--- src/rtl/calc_btn_driver.sv ---
// ---------------------------------------------------------------------------
// calc_btn_driver
//
// Purpose:
//   Automated operator for the calculator's button/LED pins. A host hands
//   over one {op, x, y} request. The driver replays it as press/release
//   pulses on the four button lines, waits for the LEDs to settle and
//   captures the result. It then issues a clearing confirm press so the
//   calculator is back at op entry.
//
//   The calculator is assumed to be in OP entry with all fields zero when a
//   request is accepted. No model of calculator state is kept here.
//
// Ports:
//   i_clk        clock
//   i_rst_n      asynchronous active-low reset
//   i_req_valid  request valid
//   o_req_ready  driver idle, request can be accepted
//   i_op/i_x/i_y request fields (3 bits each)
//   o_btn        registered button drive, 1 = pressed
//                ([3] = confirm, [2:0] = bit toggles)
//   i_led        calculator LED pins (active-low), sampled raw
//   o_rsp_valid  one-cycle pulse, o_result valid
//   o_result     ~i_led captured at the end of settling; held until the
//                next capture
// ---------------------------------------------------------------------------
module calc_btn_driver #(
    parameter int HOLD_CYCLES   = 1000000,
    parameter int GAP_CYCLES    = 1000000,
    parameter int SETTLE_CYCLES = 16
) (
    input  logic       i_clk,
    input  logic       i_rst_n,
    input  logic       i_req_valid,
    output logic       o_req_ready,
    input  logic [2:0] i_op,
    input  logic [2:0] i_x,
    input  logic [2:0] i_y,
    output logic [3:0] o_btn,
    input  logic [7:0] i_led,
    output logic       o_rsp_valid,
    output logic [7:0] o_result
);

    // Counter sized for the longest phase; every phase reloads it on entry,
    // so it never wraps.
    localparam int MAX_HG  = (HOLD_CYCLES > GAP_CYCLES) ? HOLD_CYCLES : GAP_CYCLES;
    localparam int MAX_ALL = (MAX_HG > SETTLE_CYCLES) ? MAX_HG : SETTLE_CYCLES;
    localparam int CW      = $clog2(MAX_ALL + 1);

    localparam logic [CW-1:0] C_HOLD   = CW'(HOLD_CYCLES - 1);
    localparam logic [CW-1:0] C_GAP    = CW'(GAP_CYCLES - 1);
    localparam logic [CW-1:0] C_SETTLE = CW'(SETTLE_CYCLES - 1);
    localparam logic [CW-1:0] C_ZERO   = CW'(0);
    localparam logic [CW-1:0] C_ONE    = CW'(1);

    // Step indices: 0 op, 1 confirm, 2 x, 3 confirm, 4 y, 5 confirm, 6 clear.
    localparam logic [2:0] STEP_OP      = 3'd0;
    localparam logic [2:0] STEP_CONF0   = 3'd1;
    localparam logic [2:0] STEP_LASTARG = 3'd5;
    localparam logic [2:0] STEP_CLEAR   = 3'd6;

    // CAPTURE has an encoding but is never entered: the LED capture is
    // folded into the edge that ends SETTLE.
    typedef enum logic [2:0] {
        ST_IDLE    = 3'd0,
        ST_PRESS   = 3'd1,
        ST_RELEASE = 3'd2,
        ST_SETTLE  = 3'd3,
        ST_CAPTURE = 3'd4,
        ST_DONE    = 3'd5
    } state_t;

    // Button mask driven for a given step.
    function automatic logic [3:0] f_step_mask(input logic [2:0] step,
                                               input logic [2:0] op,
                                               input logic [2:0] x,
                                               input logic [2:0] y);
        logic [3:0] mask;
        case (step)
            3'd0:                      mask = {1'b0, op};
            3'd2:                      mask = {1'b0, x};
            3'd4:                      mask = {1'b0, y};
            3'd1, 3'd3, 3'd5, 3'd6:    mask = 4'b1000;
            default:                   mask = 4'b0000;
        endcase
        return mask;
    endfunction

    // Step that follows 'step'. An all-zero operand step is skipped. The
    // step after it is always a confirm, so at most one step is skipped.
    function automatic logic [2:0] f_next_step(input logic [2:0] step,
                                               input logic [2:0] op,
                                               input logic [2:0] x,
                                               input logic [2:0] y);
        logic [2:0] nxt;
        nxt = step + 3'd1;
        if (f_step_mask(nxt, op, x, y) == 4'b0000) begin
            nxt = nxt + 3'd1;
        end else begin
            nxt = nxt;
        end
        return nxt;
    endfunction

    state_t          r_state;
    logic [2:0]      r_step;
    logic [CW-1:0]   r_cnt;
    logic [2:0]      r_op;
    logic [2:0]      r_x;
    logic [2:0]      r_y;
    logic [3:0]      r_btn;
    logic            r_req_ready;
    logic            r_rsp_valid;
    logic [7:0]      r_result;

    state_t          w_state_nxt;
    logic [2:0]      w_step_nxt;
    logic [CW-1:0]   w_cnt_nxt;
    logic            w_accept;
    logic            w_capture;
    logic [2:0]      w_op_src;
    logic [2:0]      w_x_src;
    logic [2:0]      w_y_src;
    logic [3:0]      w_btn_nxt;

    // Next-state, step, counter and button-drive decode.
    always_comb begin
        w_state_nxt = r_state;
        w_step_nxt  = r_step;
        w_cnt_nxt   = r_cnt;
        w_accept    = 1'b0;
        w_capture   = 1'b0;

        case (r_state)
            // DONE accepts too, so a waiting request starts on the
            // response cycle.
            ST_IDLE, ST_DONE: begin
                if (i_req_valid) begin
                    w_accept    = 1'b1;
                    w_state_nxt = ST_PRESS;
                    w_step_nxt  = (i_op == 3'b000) ? STEP_CONF0 : STEP_OP;
                    w_cnt_nxt   = C_HOLD;
                end else begin
                    w_state_nxt = ST_IDLE;
                    w_step_nxt  = r_step;
                    w_cnt_nxt   = C_ZERO;
                end
            end
            ST_PRESS: begin
                if (r_cnt == C_ZERO) begin
                    w_state_nxt = ST_RELEASE;
                    w_cnt_nxt   = C_GAP;
                end else begin
                    w_cnt_nxt   = r_cnt - C_ONE;
                end
            end
            ST_RELEASE: begin
                if (r_cnt == C_ZERO) begin
                    if (r_step == STEP_LASTARG) begin
                        w_state_nxt = ST_SETTLE;
                        w_cnt_nxt   = C_SETTLE;
                    end else if (r_step == STEP_CLEAR) begin
                        w_state_nxt = ST_DONE;
                        w_cnt_nxt   = C_ZERO;
                    end else begin
                        w_state_nxt = ST_PRESS;
                        w_step_nxt  = f_next_step(r_step, r_op, r_x, r_y);
                        w_cnt_nxt   = C_HOLD;
                    end
                end else begin
                    w_cnt_nxt = r_cnt - C_ONE;
                end
            end
            ST_SETTLE: begin
                if (r_cnt == C_ZERO) begin
                    w_capture   = 1'b1;
                    w_state_nxt = ST_PRESS;
                    w_step_nxt  = STEP_CLEAR;
                    w_cnt_nxt   = C_HOLD;
                end else begin
                    w_cnt_nxt = r_cnt - C_ONE;
                end
            end
            default: begin
                w_state_nxt = ST_IDLE;
                w_step_nxt  = 3'd0;
                w_cnt_nxt   = C_ZERO;
            end
        endcase

        // On acceptance the fields are not registered yet, so use the inputs.
        w_op_src  = w_accept ? i_op : r_op;
        w_x_src   = w_accept ? i_x  : r_x;
        w_y_src   = w_accept ? i_y  : r_y;
        w_btn_nxt = (w_state_nxt == ST_PRESS)
                    ? f_step_mask(w_step_nxt, w_op_src, w_x_src, w_y_src)
                    : 4'b0000;
    end

    // State, step and counter registers.
    always_ff @(posedge i_clk or negedge i_rst_n) begin
        if (!i_rst_n) begin
            r_state <= ST_IDLE;
            r_step  <= 3'd0;
            r_cnt   <= C_ZERO;
        end else begin
            r_state <= w_state_nxt;
            r_step  <= w_step_nxt;
            r_cnt   <= w_cnt_nxt;
        end
    end

    // Request fields, captured only on acceptance.
    always_ff @(posedge i_clk or negedge i_rst_n) begin
        if (!i_rst_n) begin
            r_op <= 3'b000;
            r_x  <= 3'b000;
            r_y  <= 3'b000;
        end else if (w_accept) begin
            r_op <= i_op;
            r_x  <= i_x;
            r_y  <= i_y;
        end else begin
            r_op <= r_op;
            r_x  <= r_x;
            r_y  <= r_y;
        end
    end

    // Registered outputs. Ready is high in IDLE and in DONE, so it returns
    // on the same cycle as the response pulse.
    always_ff @(posedge i_clk or negedge i_rst_n) begin
        if (!i_rst_n) begin
            r_btn       <= 4'b0000;
            r_req_ready <= 1'b1;
            r_rsp_valid <= 1'b0;
        end else begin
            r_btn       <= w_btn_nxt;
            r_req_ready <= (w_state_nxt == ST_IDLE) || (w_state_nxt == ST_DONE);
            r_rsp_valid <= (w_state_nxt == ST_DONE);
        end
    end

    // Result capture on the last SETTLE cycle. i_led comes from a register
    // on this clock, so it is sampled directly.
    always_ff @(posedge i_clk or negedge i_rst_n) begin
        if (!i_rst_n) begin
            r_result <= 8'h00;
        end else if (w_capture) begin
            r_result <= ~i_led;
        end else begin
            r_result <= r_result;
        end
    end

    assign o_btn       = r_btn;
    assign o_req_ready = r_req_ready;
    assign o_rsp_valid = r_rsp_valid;
    assign o_result    = r_result;

endmodule

--- config.mk ---
export PLATFORM = sky130hd
export DESIGN_NAME = calc_btn_driver
export DESIGN_NICKNAME = d
export VERILOG_FILES = /design/src/rtl/calc_btn_driver.sv
export SDC_FILE = /design/constraint.sdc
export NUM_CORES = 1
export LEC_CHECK = 0
export BUFFER_PORTS_ARGS = -buffer_cell sky130_fd_sc_hd__buf_2
export CORE_MARGIN = 8
export CORE_UTILIZATION = 50
export DETAILED_ROUTE_END_ITERATION = 12
export PLACE_DENSITY_LB_ADDON = 0.1
export SETUP_SLACK_MARGIN = 0.05
export SLEW_MARGIN = 40
export SYNTH_ARGS = -nofsm -noshare
export SYNTH_HDL_FRONTEND = slang
export SYNTH_SLANG_ARGS = --single-unit
--- constraint.sdc ---
create_clock -name i_clk -period 2.6 [get_ports i_clk]
set_input_delay 0.13 -clock i_clk [delete_from_list [all_inputs] [get_ports i_clk]]
set_output_delay 0.13 -clock i_clk [all_outputs]
set_load 0.01 [all_outputs]
==> impl_metrics.ini <==
[setup_path]
timing.rr.end = o_btn[2]
required_ps = 2830
arrival_ps = 3090
reg2reg_slack_ps = -260
start_kind = flop
endpoint = o_btn[2]
startpoint = r_cnt[0]
r2r_start = r_cnt[0]
ff2ff_path_depth = 12
critPathKind = flop to flop
end_kind = flop
path_max_fanout = 6

[timing]
setup_viol = 22
post-route-min-period_ps = 2861
worst_hold_slack_ps = 32.73
slew_headroom_pct = 63.52
fmax_mhz = 349.6
rsz0062_at_grt = yes
maxSlewViolCount = 0
tightestPinTransition_ps = 547.2
setup_tns_ps = -2058
setup_slack_ps = -260.5
skew_ps = 7.222
min_period_over_period_pct = 110.0
hold_viol = 0

[grt]
gr-usage-all-layers_pct = 18.53
grt_pass1_wl_mm = 11.30
grt_overflow = 0
grt_max_degree = 26
antenna_found_initial = 0
grt_pass1_vias = 2444

[cts]
clkTransAtPathRegs_ps = 90
clkSinkCount = 49
cts_buffer_depth = 2
insertion_delay_ps = 310
cts_tree = built
numCtsBuffers = 5
cts.htree.levels = 2
root_buffer = clkbuf_8

[logic_synthesis]
synth_seq_cells = 49
avgSynthCellArea_sq_um = 9.152
synth_most_common_cell = nand2_1
yosysTopAreaCell = dfrtp_1
synthesis.nets = 316
syn_area_sq_um = 2645
synth.distinct_cells = 50
yosys_warnings = 0
synthArstFlopShare_pct = 100.0
synth_common_cells = nand2_1 (49), dfrtp_1 (48), nor2_1 (26)
synth_top_area_share_pct = 45.41
syn_inst = 289
ys_seq_area_share_pct = 46.40
synth_area_leaders = dfrtp_1 (45%), nand2_1 (7.0%), o21ai_0 (4.4%), xnor2_1 (4.0%), nor2_1 (3.7%)
synth_top_flop_cell = dfrtp_1
synth_edf_count = 0

[placed_design]
placed_cells = 414
gp_congestion = 0.8917
place_area_sq_um = 3128
portBuffers = 33
dp_hpwl_mm = 4.830

[die]
dieArea_sq_um = 7873
num_rows = 26
initial_utilization_pct = 51.79
die_w_microns = 88.73
io_pins = 34
core_sq_um = 5107
fp.dieH_microns = 88.73

[outcome]
violations = setup timing
outcome = finished, violations left

[routing]
wl_per_cell_microns = 15.70
drc = 0
drt_first_pass_iters = 4
drtIter0Drc = 183
viasPerCell = 5.405
dr_total_vias = 2416
wl_mm = 7.020
ant_nets = 0

[cells_and_area]
antenna_cells = 0
finalNonFillerCells = 447
final_area_sq_um = 3669
ff_latch_area_sq_um = 1227
multi_input_area_sq_um = 1559
fill_cells = 386
layout-drive-gt1-share_pct = 37.40
syn2layout_area_growth_pct = 38.69
nets = 403

[job]
maxCapViolations = 0

[power_and_ir_drop]
swShare_pct = 39.16
clock_power_share_pct = 16.0
max-vdd-ir-drop_mv = 0.4853
leakagePower_nw = 1.673
p_int_mw = 2.118
power_switching_mw = 1.364
seqPwrFrac_pct = 35.2
pwr_density_cell_nw_per_um2 = 949.1
comb_power_share_pct = 48.8

[min_path]
holdCritPathClass = input port to flop
what timing repair did:
action / 4_1_cts / 5_1_grt
setup buffers: 10 / 4
setup endpoints to repair: 26 / 31
pin swaps: 10 / 21
hold endpoints to repair: 30 / 2
resized for setup: 18 / 53
hold buffers: 7 / 2
cloned: 1 / 1
area by class of cell:
| type | count | area share [%] |
|---|---|---|
| inverters | 8 | 0.8868 |
| well taps | 70 | 2.387 |
| flip-flops and latches | 49 | 33.46 |
| multi-input cells | 221 | 42.50 |
| clock buffers | 6 | 1.978 |
| clock inverters | 2 | 1.057 |
| repair buffers | 91 | 17.74 |
power by group through the flow:
stage	clock, mW	sequential (mW)	combinational [mW]
floorplan	0	1.18	0.947
CTS	0.567	1.21	1.58
finish	0.556	1.23	1.70
detailed placement	0	1.22	1.43
global route	0.596	1.26	1.87
global placement	0	1.21	1.41
state kept, by name, summed over array words and instances, names as in the netlist:
register	flops
r_x	3
r_y	3
o_result	8
r_op	3
o_rsp_valid	1
o_req_ready	1
o_btn	4
r_state	3
r_step	3
r_cnt	20
worst max-delay path, cell delays in order (launching register included):
cell and delay, ps:
dfrtp_1 400, inv_2 80, ha_4 120, or3b_4 380, buf_6 120, or3_4 340
buf_6 130, nor4_4 270, and3_4 240, o211ai_1 150, buf_4 210, nand3b_1 150
a31oi_1 190
layer usage:
layer	GRT usage, %	up-vias	share of wire [%]
met1	23.35	1162	45
met5	0	-	0
met3	2.786	9	4.5
met2	31.13	58	49
met4	6.759	0	1.1
li1	-	1187	-
cells by family (layout without fill, tap and decap cells):
kind of cell               count (synthesis)  count (layout)  synth area share, %
xor gates and xnor gates                  18              18                5.960
adders and majority gates                  7               7                3.311
AOI/OAI and AO/OA                         66              66                15.70
DFF                                       49              49                46.41
and+or+nand+nor                          127             128                24.83
muxes                                      2               2               0.8041
buffers and inverters                     20             107                2.980
through the flow:
step / setup WS, ps / total power [mW] / utilization, %
6_report: -260.5 / 3.482 / 71.83
4_1_cts: -197.3 / 3.355 / 67.81
3_3_place_gp: -202.0 / 2.625 / 61.24
2_1_floorplan: -127.0 / 2.122 / -
3_5_place_dp: -258.6 / 2.650 / 61.24
5_1_grt: -368.9 / 3.726 / 71.83
worst min-delay path by stage:
stage	slack, ps	depth (start not counted)	endpoint	start
finish	30	3	r_x[1]	i_x[1]
global route	50	3	r_x[1]	i_x[1]
detailed placement	150	1	r_state[2]	i_rst_n
floorplan	-170	0	o_btn[0]	i_rst_n
global placement	140	1	r_state[2]	i_rst_n
CTS	0.03	2	o_result[0]	i_led[0]
placed cells by master (no fill, tap or decap), drive strengths merged, types with 9 or more instances in the layout:
master       count
xnor2           12
o21ai           25
nor2            26
o31ai            9
dfrtp           48
nand2           50
buf             82
dlygate4sd3      9
a21oi           12
Power figures use the tool's default switching activity.
